--- src/rtl/rx_cmd_sequencer_pkg.sv ---
// Shared encodings for the rx command sequencer: command types, per-command
// bit lengths, FSM states and the received-data width.
package rx_cmd_sequencer_pkg;

  localparam int DATA_W = 40;
  localparam int CNT_W  = 6;

  typedef enum logic [2:0] {
    CMD_NONE     = 3'd0,
    CMD_QUERYREP = 3'd1,
    CMD_ACK      = 3'd2,
    CMD_QUERY    = 3'd3,
    CMD_QUERYADJ = 3'd4,
    CMD_NAK      = 3'd5,
    CMD_REQRN    = 3'd6
  } cmd_type_t;

  localparam logic [CNT_W-1:0] LEN_QUERYREP = 6'd4;
  localparam logic [CNT_W-1:0] LEN_ACK      = 6'd18;
  localparam logic [CNT_W-1:0] LEN_QUERY    = 6'd22;
  localparam logic [CNT_W-1:0] LEN_QUERYADJ = 6'd9;
  localparam logic [CNT_W-1:0] LEN_NAK      = 6'd8;
  localparam logic [CNT_W-1:0] LEN_REQRN    = 6'd40;

  // state     | meaning
  // ST_IDLE   | waiting for the first bit of a command
  // ST_RECV   | shifting bits in, length decoded from the prefix
  // ST_DONE   | complete command held until cmd_ack
  // ST_RESYNC | rx_reset held high to re-arm the receiver
  typedef enum logic [1:0] {
    ST_IDLE   = 2'd0,
    ST_RECV   = 2'd1,
    ST_DONE   = 2'd2,
    ST_RESYNC = 2'd3
  } state_t;

endpackage

--- src/rtl/rx_cmd_sequencer_length_decode.sv ---
// Prefix decoder: given the low received bits and the bit count they
// represent, reports the command length/type once the prefix determines it,
// or flags an illegal prefix. Produces nothing at counts where the prefix is
// still ambiguous.
module cmd_length_decode
  import rx_cmd_sequencer_pkg::*;
(
  input  logic [7:0]       prefix,
  input  logic [CNT_W-1:0] bitcount,
  output logic             len_valid,
  output logic [CNT_W-1:0] exp_len,
  output cmd_type_t        cmd_type,
  output logic             decode_error
);

  // Decide the command from 2-, 4- or 8-bit prefixes.
  always_comb begin
    len_valid    = 1'b0;
    exp_len      = '0;
    cmd_type     = CMD_NONE;
    decode_error = 1'b0;
    case (bitcount)
      6'd2: begin
        if (prefix[1:0] == 2'b00) begin
          len_valid = 1'b1;
          exp_len   = LEN_QUERYREP;
          cmd_type  = CMD_QUERYREP;
        end else if (prefix[1:0] == 2'b01) begin
          len_valid = 1'b1;
          exp_len   = LEN_ACK;
          cmd_type  = CMD_ACK;
        end
      end
      6'd4: begin
        if (prefix[3:2] == 2'b10) begin
          if (prefix[1:0] == 2'b00) begin
            len_valid = 1'b1;
            exp_len   = LEN_QUERY;
            cmd_type  = CMD_QUERY;
          end else if (prefix[1:0] == 2'b01) begin
            len_valid = 1'b1;
            exp_len   = LEN_QUERYADJ;
            cmd_type  = CMD_QUERYADJ;
          end else begin
            decode_error = 1'b1;
          end
        end
      end
      6'd8: begin
        if (prefix[7:6] == 2'b11) begin
          if (prefix[5:0] == 6'b000000) begin
            len_valid = 1'b1;
            exp_len   = LEN_NAK;
            cmd_type  = CMD_NAK;
          end else if (prefix[5:0] == 6'b000001) begin
            len_valid = 1'b1;
            exp_len   = LEN_REQRN;
            cmd_type  = CMD_REQRN;
          end else begin
            decode_error = 1'b1;
          end
        end
      end
      default: ;
    endcase
  end

endmodule

--- src/rtl/rx_cmd_sequencer.sv ---
// Collects serial rx bits into a command, decodes its type/length from the
// prefix, holds the result for a consumer and re-arms the receiver via
// rx_reset after completion, decode errors or overflows.
module rx_cmd_sequencer
  import rx_cmd_sequencer_pkg::*;
#(
  parameter int RESYNC_CYCLES = 2
) (
  input  logic              clk,
  input  logic              reset,
  input  logic              bitin,
  input  logic              bitclk,
  input  logic              rx_overflow_reset,
  input  logic              cmd_ack,
  output logic              rx_reset,
  output logic              cmd_valid,
  output logic [2:0]        cmd_type,
  output logic [5:0]        cmd_len,
  output logic [DATA_W-1:0] cmd_data,
  output logic              cmd_error
);

  localparam int RW = (RESYNC_CYCLES > 1) ? $clog2(RESYNC_CYCLES) : 1;

  state_t            state_q, state_n;
  logic [DATA_W-1:0] data_q, data_n;
  logic [CNT_W-1:0]  count_q, count_n;
  logic [CNT_W-1:0]  exp_len_q, exp_len_n;
  cmd_type_t         exp_type_q, exp_type_n;
  cmd_type_t         type_q, type_n;
  logic [CNT_W-1:0]  len_q, len_n;
  logic              valid_q, valid_n;
  logic              rx_reset_q, rx_reset_n;
  logic              error_q, error_n;
  logic [RW-1:0]     resync_q, resync_n;
  logic              bitclk_d;

  logic              bit_event;
  logic [DATA_W-1:0] shifted;
  logic [CNT_W-1:0]  count_inc;
  logic              dec_valid, dec_err;
  logic [CNT_W-1:0]  dec_len, eff_len;
  cmd_type_t         dec_type, eff_type;
  logic              go_resync, go_clear;

  assign bit_event = bitclk & ~bitclk_d;
  assign shifted   = {data_q[DATA_W-2:0], bitin};
  assign count_inc = count_q + 6'd1;

  cmd_length_decode u_decode (
    .prefix       (shifted[7:0]),
    .bitcount     (count_inc),
    .len_valid    (dec_valid),
    .exp_len      (dec_len),
    .cmd_type     (dec_type),
    .decode_error (dec_err)
  );

  // A length decoded on this edge must count already, so NAK completes at 8.
  assign eff_len  = dec_valid ? dec_len  : exp_len_q;
  assign eff_type = dec_valid ? dec_type : exp_type_q;

  // Next-state and next-output logic; overflow always beats a bit event.
  always_comb begin
    state_n    = state_q;
    data_n     = data_q;
    count_n    = count_q;
    exp_len_n  = exp_len_q;
    exp_type_n = exp_type_q;
    type_n     = type_q;
    len_n      = len_q;
    valid_n    = valid_q;
    rx_reset_n = rx_reset_q;
    error_n    = 1'b0;
    resync_n   = resync_q;
    go_resync  = 1'b0;
    go_clear   = 1'b0;
    case (state_q)
      ST_IDLE: begin
        if (rx_overflow_reset) begin
          go_resync = 1'b1;
        end else if (bit_event) begin
          state_n = ST_RECV;
          data_n  = DATA_W'(bitin);
          count_n = 6'd1;
        end
      end
      ST_RECV: begin
        if (rx_overflow_reset) begin
          go_resync = 1'b1;
          error_n   = 1'b1;
        end else if (bit_event) begin
          data_n     = shifted;
          count_n    = count_inc;
          exp_len_n  = eff_len;
          exp_type_n = eff_type;
          if (dec_err) begin
            go_resync = 1'b1;
            error_n   = 1'b1;
          end else if (eff_len != '0 && count_inc == eff_len) begin
            state_n    = ST_DONE;
            valid_n    = 1'b1;
            rx_reset_n = 1'b1;
            type_n     = eff_type;
            len_n      = count_inc;
          end
        end
      end
      ST_DONE: begin
        if (cmd_ack) begin
          state_n = ST_IDLE;
          go_clear = 1'b1;
        end
      end
      ST_RESYNC: begin
        if (resync_q == '0) begin
          state_n    = ST_IDLE;
          rx_reset_n = 1'b0;
        end else begin
          resync_n = resync_q - 1'b1;
        end
      end
      default: state_n = ST_IDLE;
    endcase
    if (go_resync || go_clear) begin
      data_n     = '0;
      count_n    = '0;
      exp_len_n  = '0;
      exp_type_n = CMD_NONE;
      type_n     = CMD_NONE;
      len_n      = '0;
      valid_n    = 1'b0;
      rx_reset_n = 1'b0;
    end
    if (go_resync) begin
      state_n    = ST_RESYNC;
      rx_reset_n = 1'b1;
      resync_n   = RW'(RESYNC_CYCLES - 1);
    end
  end

  // State and registered outputs.
  always_ff @(posedge clk or posedge reset) begin
    if (reset) begin
      state_q    <= ST_IDLE;
      data_q     <= '0;
      count_q    <= '0;
      exp_len_q  <= '0;
      exp_type_q <= CMD_NONE;
      type_q     <= CMD_NONE;
      len_q      <= '0;
      valid_q    <= 1'b0;
      rx_reset_q <= 1'b0;
      error_q    <= 1'b0;
      resync_q   <= '0;
      bitclk_d   <= 1'b0;
    end else begin
      state_q    <= state_n;
      data_q     <= data_n;
      count_q    <= count_n;
      exp_len_q  <= exp_len_n;
      exp_type_q <= exp_type_n;
      type_q     <= type_n;
      len_q      <= len_n;
      valid_q    <= valid_n;
      rx_reset_q <= rx_reset_n;
      error_q    <= error_n;
      resync_q   <= resync_n;
      bitclk_d   <= bitclk;
    end
  end

  assign rx_reset  = rx_reset_q;
  assign cmd_valid = valid_q;
  assign cmd_type  = type_q;
  assign cmd_len   = len_q;
  assign cmd_data  = data_q;
  assign cmd_error = error_q;

endmodule
--- config.mk ---
export PLATFORM = sky130hd
export DESIGN_NAME = rx_cmd_sequencer
export DESIGN_NICKNAME = d
export VERILOG_FILES = /design/src/rtl/rx_cmd_sequencer_pkg.sv /design/src/rtl/rx_cmd_sequencer_length_decode.sv /design/src/rtl/rx_cmd_sequencer.sv
export SDC_FILE = /design/constraint.sdc
export NUM_CORES = 1
export LEC_CHECK = 0
export CORE_UTILIZATION = 58
export CTS_BUF_LIST = sky130_fd_sc_hd__clkbuf_8 sky130_fd_sc_hd__clkbuf_16
export CTS_CLUSTER_DIAMETER = 200
export DETAILED_ROUTE_END_ITERATION = 10
export PLACE_DENSITY_LB_ADDON = 0.08
export RECOVER_POWER = 50
export SLEW_MARGIN = 20
export SYNTH_ARGS = -nofsm -noshare
export SYNTH_HDL_FRONTEND = slang
export SYNTH_SLANG_ARGS = --single-unit
--- constraint.sdc ---
create_clock -name clk -period 6 [get_ports clk]
set_input_delay 1.2 -clock clk [delete_from_list [all_inputs] [get_ports clk]]
set_output_delay 1.2 -clock clk [all_outputs]
set_load 0.01 [all_outputs]
==> flow_metrics.env, run 1 <==
export IMPL_antenna_found_initial=0
export IMPL_overflow=0
export IMPL_cts_tree="built"
export IMPL_setup_ws_ns=2.26
export IMPL_grt_busiest_layer="met2"
export IMPL_layout_nets=463
export IMPL_crit_arrival_ns=3.95
export IMPL_synth_top_area_share=0.490
export IMPL_clkSlewWorstSetupHoldPaths_ns=0.08
export IMPL_io_buffers=57
export IMPL_grt_pass1_vias=2981
export IMPL_p_leak_nw=1.91
export IMPL_r2r_cells=10
export IMPL_synth_top_family_by_area="compound AO/OA/AOI/OAI gates"
export IMPL_tns_ns=0
export IMPL_synth_xor_area_frac=0.00967
export IMPL_power_mw=1.45
export IMPL_numCtsBuffers=9
export IMPL_synth_most_common_cell="nand2_1"
export IMPL_crit_end="cmd_valid$_DFFE_PP0P_"
export IMPL_worst_setup_path_start_kind="flip-flop"
export IMPL_root_buffer="clkbuf_8"
export IMPL_ys_ff_latch=71
export IMPL_ys_flop_type="dfrtp_1"
export IMPL_track_usage=0.301
export IMPL_seq_power_share=0.392
export IMPL_maxSlewHeadroom=0.428
export IMPL_worstMarginPinSlew_ns=0.858
export IMPL_hpwlAfterDp_um=5930
export IMPL_hp_start="cmd_data[39]$_DFFE_PP0P_"
export IMPL_htree_levels=3
export IMPL_synth_area_um2=3620
export IMPL_crit_path_frequent_cell="a211o_1"
export IMPL_ir_drop_mv=0.313
export IMPL_synth_compound_area_frac=0.236
export IMPL_start_util=0.605
export IMPL_die_width_um=81.1
export IMPL_synth_common_cells="nand2_1, dfrtp_1, o21ai_0"
export IMPL_worstSetupPathType="reg2reg"
export IMPL_postCtsHoldBufs=0
export IMPL_drt_iter0_drc=372
export IMPL_synth_top_cells_by_area="dfrtp_1, nand2_1, o21ai_0"
export IMPL_power_frac_comb=0.312
export IMPL_rr_endpoint="cmd_valid$_DFFE_PP0P_"
export IMPL_synth_edf_count=0
export IMPL_diodes=0
export IMPL_final_layout_size_suffix_gt1_frac=0.0655
export IMPL_met3_usage=0.0910
export IMPL_status="finished, final reports clean"
export IMPL_switchingPower_mw=0.556
export IMPL_slowest_delay_ns=0.57
export IMPL_clk_latency_ns=0.36
export IMPL_rows=28
export IMPL_firstDrtPassIters=6
export IMPL_finalCritPeriodShare=0.624
export IMPL_gp_congestion=0.921
export IMPL_syn2layout_area_growth_pct=22.1
export IMPL_power_density_nw_per_um2=328
export IMPL_met1_usage=0.413
export IMPL_switching_share=0.383
export IMPL_cts_resized=0
export IMPL_grt_max_degree=88
export IMPL_timing_hold_violations_final=0
export IMPL_crit_start="count_q[0]$_DFFE_PP0P_"
export IMPL_setup_viol=0
export IMPL_skew_ns=0.0179
export IMPL_dieArea_um2=6570
export IMPL_intPower_mw=0.897
export IMPL_wirelength_um=8900
export IMPL_place_ws_ns=2.09
export IMPL_clkPwrFrac=0.297
export IMPL_syn_nets=418
export IMPL_holdWs_ns=0.485
export IMPL_ys_types=57
export IMPL_min_period_ns=3.74
export IMPL_ys_warnings_count=0
export IMPL_nFillCells=437
export IMPL_slew_violations=0
export IMPL_regArea_um2=1780
export IMPL_grt_pass1_wl_um=14700
export IMPL_use_met2=0.455
export IMPL_rsz0062_at_grt="no"
export IMPL_fp_dieH_um=81.1
export IMPL_crit_fanout=17
export IMPL_clock_fmax_ghz=0.267
export IMPL_ys_async_sr_fraction=1.00
export IMPL_drcViolationCount=0
export IMPL_vias=3202
export IMPL_syn_avg_cell_area_um2=8.86
export IMPL_multiInputGateArea_um2=1710
export IMPL_cp_required_ns=6.21
export IMPL_pin_count=58
export IMPL_synthMuxAreaShare=0
export IMPL_ys_seq_area_frac=0.490
export IMPL_core_area_um2=5990
export IMPL_post_cts_buffers=0
export IMPL_synth_fa_ha_area_frac=0.0104
export IMPL_postRouteAntennaNets=0
export IMPL_hold_path_class="reg2reg"
export IMPL_cts_max_path_buffers=2
export IMPL_r2r_slack_ns=2.26
export IMPL_fin_util=0.739
export IMPL_synthCells=409
export IMPL_cts_num_sinks=71
export IMPL_r2r_start="count_q[0]$_DFFE_PP0P_"
export IMPL_cp_slowest_cell="dfrtp_1"
export IMPL_synthSimpleGateAreaFrac=0.210
export IMPL_path_cells="ha_1 -> xnor2_1 -> nand4_1 -> a211o_1 -> a21oi_1 -> a211o_1 -> a21o_1 -> nor2_1 -> nand2_2 -> o21ai_0"
export IMPL_synth_area_leader_cell="dfrtp_1"
export IMPL_wl_per_cell_um=16.7
export IMPL_via_per_inst=6.01
export IMPL_cp_end_kind="flip-flop"
export IMPL_max_cap_violations=0
==> layout make-up <==
type	count	area share
Sequential cell	71	0.401
Multi-Input combinational cell	303	0.386
Timing Repair Buffer	60	0.134
Clock buffer	9	0.0280
Clock inverter	6	0.0212
Tap cell	75	0.0212
Inverter	9	0.00763
==> through the flow <==
stage | instance area [um2] | instances
global placement | 4210 | 518
finish | 4430 | 533
detailed placement | 4210 | 518
CTS | 4430 | 533
global route | 4430 | 533
floorplan | 3620 | 409
==> metal layers <==
layer,vias up,share of wire
met5,-,0
met4,0,0.017
met3,19,0.074
met2,147,0.45
met1,1511,0.46
li1,1525,-
==> cells in the final DEF, fill, tap and decap left out, types with 3 or more instances in the layout <==
cell type / count
a211o_1: 3
a211oi_1: 3
a21o_1: 7
a21oi_1: 13
a22o_1: 5
and3_1: 5
buf_4: 3
clkbuf_8: 9
clkdlybuf4s50_1: 30
dfrtp_1: 71
dlygate4sd3_1: 27
ha_1: 3
inv_1: 8
nand2_1: 99
nand3_1: 6
nand4_1: 3
nor2_1: 18
nor2b_1: 3
nor3_1: 6
o211ai_1: 3
o21a_1: 4
o21ai_0: 61
o2bb2ai_1: 8
o31ai_1: 7
or3_1: 3
==> worst min-delay path by stage <==
stage | end | slack (ns) | depth (start not counted)
floorplan | exp_type_q[2]$_DFFE_PP0P_ | 0.45 | 2
global placement | cmd_data[39]$_DFFE_PP0P_ | 0.46 | 2
detailed placement | cmd_len[4]$_DFFE_PP0P_ | 0.47 | 1
CTS | cmd_len[4]$_DFFE_PP0P_ | 0.50 | 1
global route | cmd_type[2]$_DFFE_PP0P_ | 0.52 | 1
finish | cmd_data[39]$_DFFE_PP0P_ | 0.49 | 2
==> registers in the layout, summed over array words and instances (netlist names) <==
| name | flops |
|---|---|
| cmd_data | 40 |
| count_q | 6 |
| rx_reset | 1 |
| cmd_len | 6 |
| cmd_type | 3 |
| bitclk_d | 1 |
| exp_len_q | 6 |
| cmd_valid | 1 |
| resync_q | 1 |
| exp_type_q | 3 |
| state_q | 2 |
| cmd_error | 1 |
==> power by group through the flow <==
stage | Combinational, mW | Clock (mW) | Sequential [mW]
detailed placement | 0.447 | 0 | 0.576
finish | 0.453 | 0.431 | 0.569
floorplan | 0.343 | 0 | 0.558
CTS | 0.451 | 0.434 | 0.568
global route | 0.504 | 0.453 | 0.575
global placement | 0.449 | 0 | 0.577
==> worst max-delay path, delay by kind of cell, from the launching register on <==
| family | cells | cell delay, ns |
|---|---|---|
| AO/OA/AOI/OAI | 5 | 1.63 |
| XOR/XNOR | 1 | 0.43 |
| adder cells (fa/ha/maj) | 1 | 0.37 |
| flip-flops | 1 | 0.57 |
| AND/OR/NAND/NOR | 3 | 0.60 |
==> logic make-up (layout without fill, tap and decap cells) <==
kind of cell               count (synthesis)  after routing
and+or+nand+nor                          164            164
AOI/OAI and AO/OA                        132            132
DFF                                       71             71
buffers and inverters                     35             84
xor gates and xnor gates                   4              4
adders and majority gates                  3              3
Power figures use the tool's default switching activity.
==> run 2, diff against run 1 <==
CORE_UTILIZATION = 48   (was 58)
clock period = 3.2 ns   (was 6 ns; I/O delays follow)
==> run 2 against run 1 <==
Via count rose by 3.7%. Non-clock buffer count increased by 34. Die area up 20%. Routed wire length is 9.1% higher. Combinational power up 130%. Register-to-register slack worse by 2.1 ns. Largest cell class unchanged. Sequential share of layout area decreased by 2.9 points. Critical endpoint is now cmd_len[5]$_DFFE_PP0P_. Total power is 99% higher. Clock-buffer cell count did not move.
==> flow_metrics.env, run 2 (synthesis gave the netlist of run 1 again) <==
export IMPL_status="finished, final reports clean"
export IMPL_overflow=0
export IMPL_grt_pass1_wl_um=15500
export IMPL_drcViolationCount=0
export IMPL_layout_nets=498
export IMPL_largest_reg_flops=40
export IMPL_final_layout_size_suffix_gt1_frac=0.140
export IMPL_cp_required_ns=3.44
export IMPL_crit_fanout=6
export IMPL_crit_arrival_ns=3.30
export IMPL_worstSetupPathType="reg2reg"
export IMPL_vias=3322
export IMPL_path_cells="ha_2 -> xnor2_2 -> nand4_1 -> or3_4 -> buf_4 -> o31a_1 -> and3_1 -> o2111ai_2 -> nor3_4 -> buf_4 -> buf_4 -> buf_4 -> a22o_1"
export IMPL_worst_setup_path_start_kind="flip-flop"
export IMPL_max_cap_violations=0
export IMPL_setup_viol=0
export IMPL_track_usage=0.260
export IMPL_crit_end="cmd_len[5]$_DFFE_PP0P_"
export IMPL_via_per_inst=5.61
export IMPL_clkSlewWorstSetupHoldPaths_ns=0.08
export IMPL_critical_path_top_delay_family="simple AND/OR/NAND/NOR gates"
export IMPL_min_period_ns=3.06
export IMPL_io_buffers=57
export IMPL_htree_levels=3
export IMPL_rsz0062_at_grt="no"
export IMPL_postRouteAntennaNets=0
export IMPL_ir_drop_mv=0.460
export IMPL_fp_dieH_um=88.9
export IMPL_r2r_cells=13
export IMPL_hpwlAfterDp_um=6890
export IMPL_p_leak_nw=2.11
export IMPL_wirelength_um=9710
export IMPL_crit_start="count_q[0]$_DFFE_PP0P_"
export IMPL_grt_max_degree=71
export IMPL_hold_path_class="reg2reg"
export IMPL_mostFrequentLayoutCells="nand2_1, dfrtp_1, o21ai_0, buf_4, clkdlybuf4s50_1"
export IMPL_drt_iter0_drc=233
export IMPL_diodes=0
export IMPL_cts_num_sinks=71
export IMPL_core_area_um2=7290
export IMPL_cp_slowest_cell="or3_4"
export IMPL_cts_max_path_buffers=2
export IMPL_r2r_slack_ns=0.14
export IMPL_die_width_um=88.9
export IMPL_maxSlewHeadroom=0.199
export IMPL_wl_per_cell_um=16.4
export IMPL_r2r_start="count_q[0]$_DFFE_PP0P_"
export IMPL_holdWs_ns=0.491
export IMPL_cts_tree="built"
export IMPL_gp_congestion=0.972
export IMPL_tns_ns=0
export IMPL_clk_latency_ns=0.35
export IMPL_crit_path_frequent_cell="buf_4"
export IMPL_crit_buf_inv=4
export IMPL_rows=31
export IMPL_cp_end_kind="flip-flop"
export IMPL_power_density_nw_per_um2=606
export IMPL_start_util=0.497
export IMPL_finalCritPeriodShare=0.956
export IMPL_hp_start="cmd_len[1]$_DFFE_PP0P_"
export IMPL_layout_commonest_cell="nand2_1"
export IMPL_slowest_delay_ns=0.43
export IMPL_slew_violations=0
export IMPL_firstDrtPassIters=5
export IMPL_syn2layout_area_growth_pct=31.5
export IMPL_timing_hold_violations_final=0
export IMPL_worstMarginPinSlew_ns=1.20
export IMPL_dieArea_um2=7900
export IMPL_root_buffer="clkbuf_8"
export IMPL_antenna_found_initial=0
export IMPL_grt_pass1_vias=3080
export IMPL_clock_fmax_ghz=0.327
export IMPL_crit_cells=13
export IMPL_rr_endpoint="cmd_len[5]$_DFFE_PP0P_"
export IMPL_skew_ns=0.00841
export IMPL_place_ws_ns=0.211
export IMPL_power_mw=2.89
export IMPL_pin_count=58
export IMPL_numCtsBuffers=9
export IMPL_setup_ws_ns=0.141
-- run 2: metrics by stage --
step           utilization  instance area [um2]  std cells
2_1_floorplan            -                 3620        409
3_3_place_gp         0.618                 4500        574
3_5_place_dp         0.618                 4500        574
4_1_cts              0.647                 4720        589
5_1_grt              0.654                 4770        592
6_report             0.654                 4770        592
-- run 2: area by class of cell --
class / instances / area, um2
Fill cell: 649 / 2530
Clock inverter: 6 / 93.8
Tap cell: 99 / 124
Inverter: 9 / 33.8
Clock buffer: 9 / 124
Timing Repair Buffer: 94 / 862
Sequential cell: 71 / 1780
Multi-Input combinational cell: 304 / 1750
-- run 2: layer usage --
metal / share of wire / vias up / track usage
met5: 0 / - / 0
met4: 0.019 / 0 / 0.106
met3: 0.054 / 18 / 0.0425
met2: 0.45 / 114 / 0.384
met1: 0.48 / 1591 / 0.382
li1: - / 1599 / -
-- run 2: worst min-delay path by stage --
stage	cells after the start	to
final	1	cmd_len[1]$_DFFE_PP0P_
after detailed placement	2	exp_type_q[2]$_DFFE_PP0P_
after floorplan	2	exp_type_q[2]$_DFFE_PP0P_
after CTS	2	exp_type_q[2]$_DFFE_PP0P_
after global routing	1	cmd_type[2]$_DFFE_PP0P_
after global placement	2	cmd_data[39]$_DFFE_PP0P_
-- run 2: power breakdown --
group / internal, mW / total (mW) / switching, mW
Clock: 0.440 / 0.807 / 0.367
Sequential: 0.967 / 1.04 / 0.0722
Combinational: 0.384 / 1.04 / 0.657
-- run 2: timing repair --
item                                    in CTS  in global routing
gates resized for setup                      0                 11
hold endpoints to repair                     0                  0
setup buffers                                0                  2
endpoints found under the setup margin       0                  8
hold buffers                                 0                  0
-- run 2: worst register-to-register path: stages, from the launching register on --
cell and delay [ns]:
dfrtp_1 0.39, ha_2 0.23, xnor2_2 0.19, nand4_1 0.16
or3_4 0.43, buf_4 0.16, o31a_1 0.26, and3_1 0.22
o2111ai_2 0.24, nor3_4 0.07, buf_4 0.17, buf_4 0.13
buf_4 0.12, a22o_1 0.19
